--- config.mk ---
export PLATFORM = sky130hd
export DESIGN_NAME = pipeline_hazard_ctrl
export DESIGN_NICKNAME = d
export VERILOG_FILES = /design/src/rtl/pipeline_hazard_ctrl.sv
export SDC_FILE = /design/constraint.sdc
export NUM_CORES = 1
export LEC_CHECK = 0
export CORE_UTILIZATION = 49
export CTS_BUF_LIST = sky130_fd_sc_hd__clkbuf_8
export DETAILED_ROUTE_END_ITERATION = 6
export PLACE_DENSITY = 0.82
export SYNTH_ARGS = -nofsm -noshare
export SYNTH_HDL_FRONTEND = slang
export SYNTH_SLANG_ARGS = --single-unit
--- constraint.sdc ---
create_clock -name clk -period 2.4 [get_ports clk]
set_input_delay 0.24 -clock clk [delete_from_list [all_inputs] [get_ports clk]]
set_output_delay 0.24 -clock clk [all_outputs]
set_load 0.005 [all_outputs]
--- src/rtl/pipeline_hazard_ctrl.sv ---
// rtl/pipeline_hazard_ctrl.sv - stall/flush/forwarding controller for the 5-stage pipeline
module pipeline_hazard_ctrl (
  input  logic        clk,
  input  logic        reset,
  input  logic        cpu_en,
  input  logic [4:0]  ID_rs,
  input  logic [4:0]  ID_rt,
  input  logic        ID_uses_rs,
  input  logic        ID_uses_rt,
  input  logic        EXE_RegWrite,
  input  logic        EXE_DatatoReg,
  input  logic [4:0]  EXE_register_write_address,
  input  logic        MEM_RegWrite,
  input  logic [4:0]  MEM_register_write_address,
  input  logic        EXE_branch_taken,
  input  logic        mem_req,
  input  logic        mem_ready,
  output logic        PC_en,
  output logic        IF_ID_en,
  output logic        IF_ID_flush,
  output logic        ID_EXE_bubble,
  output logic        pipe_hold,
  output logic [1:0]  ForwardA,
  output logic [1:0]  ForwardB,
  output logic [1:0]  state,
  output logic [31:0] stall_count,
  output logic [31:0] flush_count
);

  localparam logic [1:0] ST_RUN      = 2'b00;
  localparam logic [1:0] ST_MEM_WAIT = 2'b01;
  localparam logic [1:0] ST_FROZEN   = 2'b10;

  localparam logic [1:0] FWD_NONE = 2'b00;
  localparam logic [1:0] FWD_MEM  = 2'b01;
  localparam logic [1:0] FWD_WB   = 2'b10;

  logic [1:0]  r_state;
  logic [1:0]  r_state_nxt;
  logic [1:0]  r_fwd_a;
  logic [1:0]  r_fwd_b;
  logic [31:0] r_stall_count;
  logic [31:0] r_flush_count;

  logic        w_exe_dst_nz;
  logic        w_mem_dst_nz;
  logic        w_loaduse;
  logic        w_memwait;
  logic        w_freeze;
  logic        w_advance;
  logic [1:0]  w_fwd_a;
  logic [1:0]  w_fwd_b;

  // EXE stage (the instruction about to be in MEM) wins over MEM (about to be in WB)
  function automatic logic [1:0] fwd_sel(input logic [4:0] src,
                                         input logic       exe_hit_en,
                                         input logic [4:0] exe_dst,
                                         input logic       mem_hit_en,
                                         input logic [4:0] mem_dst);
    if (exe_hit_en && (src == exe_dst))      return FWD_MEM;
    else if (mem_hit_en && (src == mem_dst)) return FWD_WB;
    else                                     return FWD_NONE;
  endfunction

  assign w_exe_dst_nz = (EXE_register_write_address != 5'd0);
  assign w_mem_dst_nz = (MEM_register_write_address != 5'd0);

  assign w_loaduse = EXE_RegWrite & EXE_DatatoReg & w_exe_dst_nz &
                     ((ID_uses_rs & (ID_rs == EXE_register_write_address)) |
                      (ID_uses_rt & (ID_rt == EXE_register_write_address)));
  assign w_memwait = mem_req & ~mem_ready;

  // Anything that stops ID/EXE and later latches from moving this cycle
  assign w_freeze  = reset | ~cpu_en | w_memwait;
  assign w_advance = ~w_freeze;

  assign w_fwd_a = fwd_sel(ID_rs, EXE_RegWrite & w_exe_dst_nz, EXE_register_write_address,
                           MEM_RegWrite & w_mem_dst_nz, MEM_register_write_address);
  assign w_fwd_b = fwd_sel(ID_rt, EXE_RegWrite & w_exe_dst_nz, EXE_register_write_address,
                           MEM_RegWrite & w_mem_dst_nz, MEM_register_write_address);

  // Prioritised Mealy control: freeze > taken branch > load-use > normal
  always_comb begin
    PC_en         = 1'b1;
    IF_ID_en      = 1'b1;
    IF_ID_flush   = 1'b0;
    ID_EXE_bubble = 1'b0;
    pipe_hold     = 1'b0;
    if (w_freeze) begin
      PC_en     = 1'b0;
      IF_ID_en  = 1'b0;
      pipe_hold = 1'b1;
    end else if (EXE_branch_taken) begin
      IF_ID_flush   = 1'b1;
      ID_EXE_bubble = 1'b1;
    end else if (w_loaduse) begin
      PC_en         = 1'b0;
      IF_ID_en      = 1'b0;
      ID_EXE_bubble = 1'b1;
    end
  end

  // Next-state: a frozen pipe always restarts through RUN, never straight into MEM_WAIT
  always_comb begin
    r_state_nxt = r_state;
    if (!cpu_en) begin
      r_state_nxt = ST_FROZEN;
    end else begin
      case (r_state)
        ST_RUN:      r_state_nxt = w_memwait ? ST_MEM_WAIT : ST_RUN;
        ST_MEM_WAIT: r_state_nxt = w_memwait ? ST_MEM_WAIT : ST_RUN;
        ST_FROZEN:   r_state_nxt = ST_RUN;
        default:     r_state_nxt = ST_RUN;
      endcase
    end
  end

  // State register
  always_ff @(posedge clk) begin
    if (reset) r_state <= ST_RUN;
    else       r_state <= r_state_nxt;
  end

  // Forward selects travel with the instruction into EXE; a bubble carries no forwarding
  always_ff @(posedge clk) begin
    if (reset) begin
      r_fwd_a <= FWD_NONE;
      r_fwd_b <= FWD_NONE;
    end else if (w_advance) begin
      r_fwd_a <= ID_EXE_bubble ? FWD_NONE : w_fwd_a;
      r_fwd_b <= ID_EXE_bubble ? FWD_NONE : w_fwd_b;
    end
  end

  // Saturating performance counters: fetch-stall cycles and branch-flush cycles
  always_ff @(posedge clk) begin
    if (reset) begin
      r_stall_count <= 32'd0;
      r_flush_count <= 32'd0;
    end else begin
      if (cpu_en && !PC_en && (r_stall_count != 32'hFFFF_FFFF))
        r_stall_count <= r_stall_count + 32'd1;
      if (IF_ID_flush && (r_flush_count != 32'hFFFF_FFFF))
        r_flush_count <= r_flush_count + 32'd1;
    end
  end

  assign state       = r_state;
  assign ForwardA    = r_fwd_a;
  assign ForwardB    = r_fwd_b;
  assign stall_count = r_stall_count;
  assign flush_count = r_flush_count;

endmodule

==> impl_metrics.tcl <==
set metrics [dict create \
    status "finished clean" \
    cts_tree "yes" \
    path_buf_inv 5 \
    syn_area_per_cell_um2 8.38 \
    min_period_over_period_pct 95.8 \
    cp.arrival_ps 2060 \
    n_antenna_cell 0 \
    synth_edf_count 0 \
    grt_pass1_wl_mm 15.7 \
    cts-root-buf "clkbuf_8" \
    wl_per_cell_um 14.9 \
    rsz0062_at_grt "no" \
    dieArea_mm2 0.00782 \
    synth_area_mm2 0.00366 \
    gp_congestion 0.851 \
    crit_path_top_delay_cell "clkdlybuf4s50_1" \
    combPwrFrac_pct 9.3 \
    regArea_mm2 0.00140 \
    final_layout_size_suffix_gt1_share_pct 10.7 \
    first_global_vias 3368 \
    syn-instance-count 437 \
    async_reset_ff_share_pct 0 \
    max_freq_mhz 435 \
    fillCellCount 570 \
    antenna_found_initial 0 \
    leakage_nw 1.80 \
    place_area_mm2 0.00495 \
    grt_max_degree 69 \
    ys_warn_count 0 \
    p_per_area_mw_per_mm2 471 \
    cap_violations 0 \
    via_count 3732 \
    maxSlewHeadroom_pct 52.8 \
    insertion_delay_ps 340 \
    fin_area_mm2 0.00520 \
    ys_ff_latch 70 \
    cts.sinks 70 \
    yosysMostFrequentCell "dfxtp_1" \
    hold_depth 3 \
    drt-initial-drc-count 188 \
    p_seq_share_pct 47.9 \
    clk_pin_slew_worst_paths_ps 80 \
    p_int_mw 1.87 \
    hold_viol_final 0 \
    finalSetupTns_ps 0 \
    port_buffers 105 \
    hp-class "in2reg" \
    total_power_mw 2.45 \
    synth_top_cells_by_area "dfxtp_1 38%, xor2_1 9.1%, nand4_1 4.6%" \
    path_cells "clkdlybuf4s50_1 -> xor2_1 -> nor3_2 -> a32o_2 -> buf_4 -> buf_4 -> a21oi_2 -> buf_4 -> dlygate4sd2_1" \
    syn-num-nets 470 \
    wl_mm 9.91 \
    via_per_inst 5.60 \
    final.setup_skew_ps 14.2 \
    peakVddDrop_mv 0.334 \
    cp_num_cells 9 \
    setup_viol 0 \
    grt-ovfl-total 0 \
    die_height_um 88.4 \
    grt_usage_pct 25.7 \
    cts_inserted_buffers 9 \
    ios 106 \
    synthDistinctLibCells 50 \
    synth_top_cell_area_share_pct 38.3 \
    worstPathRequired_ps 2160 \
    finalMaxSlewViolations 0 \
    coreArea_mm2 0.00725 \
    synth_seq_area_share_pct 38.3 \
    die-width_um 88.4 \
    dr.pass1.iters 4 \
    num_rows 31 \
    worst_path_most_repeated_cell "buf_4" \
    r2r_cells 6 \
    syn_to_final_growth_pct 42.1 \
    switching_share_pct 23.6 \
    start_util_pct 50.5 \
    synth_area_leader_cell "dfxtp_1" \
    htree_num_levels 3 \
    start_kind "input port" \
    layout_min_cycle_time_ps 2300 \
    p_switching_uw 579 \
    detailed_place_hpwl_mm 7.10 \
    ant_nets 0 \
    synth_ff_type "dfxtp_1" \
    worstMarginPinSlew_ps 708 \
    crit_path_max_incr_delay_ps 520 \
    multiInputGateArea_mm2 0.00216 \
    ys_top_cells_by_count "70 x dfxtp_1, 45 x nor2_1, 38 x xor2_1" \
    clock_path_buffers 2 \
    worstSetupPathType "in2out" \
    crit_fanout 6 \
    critical-path-top-delay-family "buffers and inverters" \
    route.detailed.drc 0 \
    cp-end-kind "primary output" \
    nets 596 \
    p_clk_share_pct 42.8 \
]
-- layer usage --
metal | GRT usage (%) | vias up | share of wire (%)
met4 | 8.65 | 0 | 1.1
met2 | 44.5 | 110 | 49
met1 | 31.4 | 1759 | 44
met3 | 6.25 | 12 | 6.2
li1 | - | 1851 | -
met5 | 0 | - | 0
-- final timing paths --
kind	endpoint	start	slack, ps
hold reg to reg	state[0]	state[1]	420
setup / recovery	PC_en	ID_rt[4]	100
setup reg to reg	stall_count[31]	stall_count[7]	190
hold / removal	state[0]	reset	210
-- cells in the final DEF (no fill, tap or decap), types with 3 or more instances in the layout --
cell type	count
o21ai_0	15
and3_1	12
nor2_1	45
and4_1	5
nand2_1	26
nor4_1	5
a21oi_1	32
nor2b_1	3
nor3_1	5
or3_1	24
nand4_1	27
dlygate4sd2_1	12
or4_1	7
xor2_1	37
and2_1	3
inv_1	9
o21ai_1	8
xnor2_1	13
buf_4	26
dfxtp_1	70
clkdlybuf4s50_1	90
o31ai_1	7
clkbuf_8	9
nand3_1	28
-- worst register-to-register path, cell delays in order (launching register included) --
cell and delay, ps:
dfxtp_1 440, and4_1 260, nand4_1 200, nor4_2 380
nand2_1 200, or4_1 500, a21oi_1 160
-- registers in the layout, summed over array words and instances, names as in the netlist --
signal and count:
flush_count 32, stall_count 32, ForwardA 2, ForwardB 2, state 2
-- power groups by stage --
stage / Clock, mW / Combinational (mW) / Sequential (mW)
2_1_floorplan: 0 / 0.102 / 1.20
3_3_place_gp: 0 / 0.222 / 1.20
3_5_place_dp: 0 / 0.227 / 1.20
4_1_cts: 1.06 / 0.227 / 1.17
5_1_grt: 1.12 / 0.249 / 1.18
6_report: 1.05 / 0.228 / 1.17
-- layout make-up --
cell class,count,area share (%)
flip-flops and latches,70,26.9
well taps,99,2.38
clock buffers,9,2.38
repair buffers,132,24.0
inverters,11,0.890
clock inverters,7,1.83
multi-input cells,339,41.5
-- metrics by stage --
step	setup WS [ps]	std cells	hold slack, ps	utilization, %
6_report	102	667	214	71.7
5_1_grt	2.06	667	209	71.7
4_1_cts	7.20	666	197	71.5
3_5_place_dp	-270	650	407	68.2
3_3_place_gp	-221	650	417	68.2
2_1_floorplan	412	437	307	-
-- cell families (layout without fill, tap and decap cells) --
| kind of cell | count (synthesis) | after routing | synth area share (%) |
|---|---|---|---|
| simple gates | 205 | 205 | 30.5 |
| compound gates | 79 | 79 | 14.1 |
| flops | 70 | 70 | 38.3 |
| xor+xnor | 51 | 51 | 12.2 |
| buf+inv | 28 | 159 | 3.69 |
| fa+ha+maj | 2 | 2 | 0.683 |
| mux | 2 | 2 | 0.547 |
-- timing repair --
| item | CTS | global route |
|---|---|---|
| endpoints found under the setup margin | 3 | 1 |
| pin swaps | 3 | 3 |
| gates resized for setup | 19 | 3 |
| hold buffers | 0 | 0 |
| setup buffers | 0 | 1 |
No activity file was read; power rests on OpenSTA's default activity.
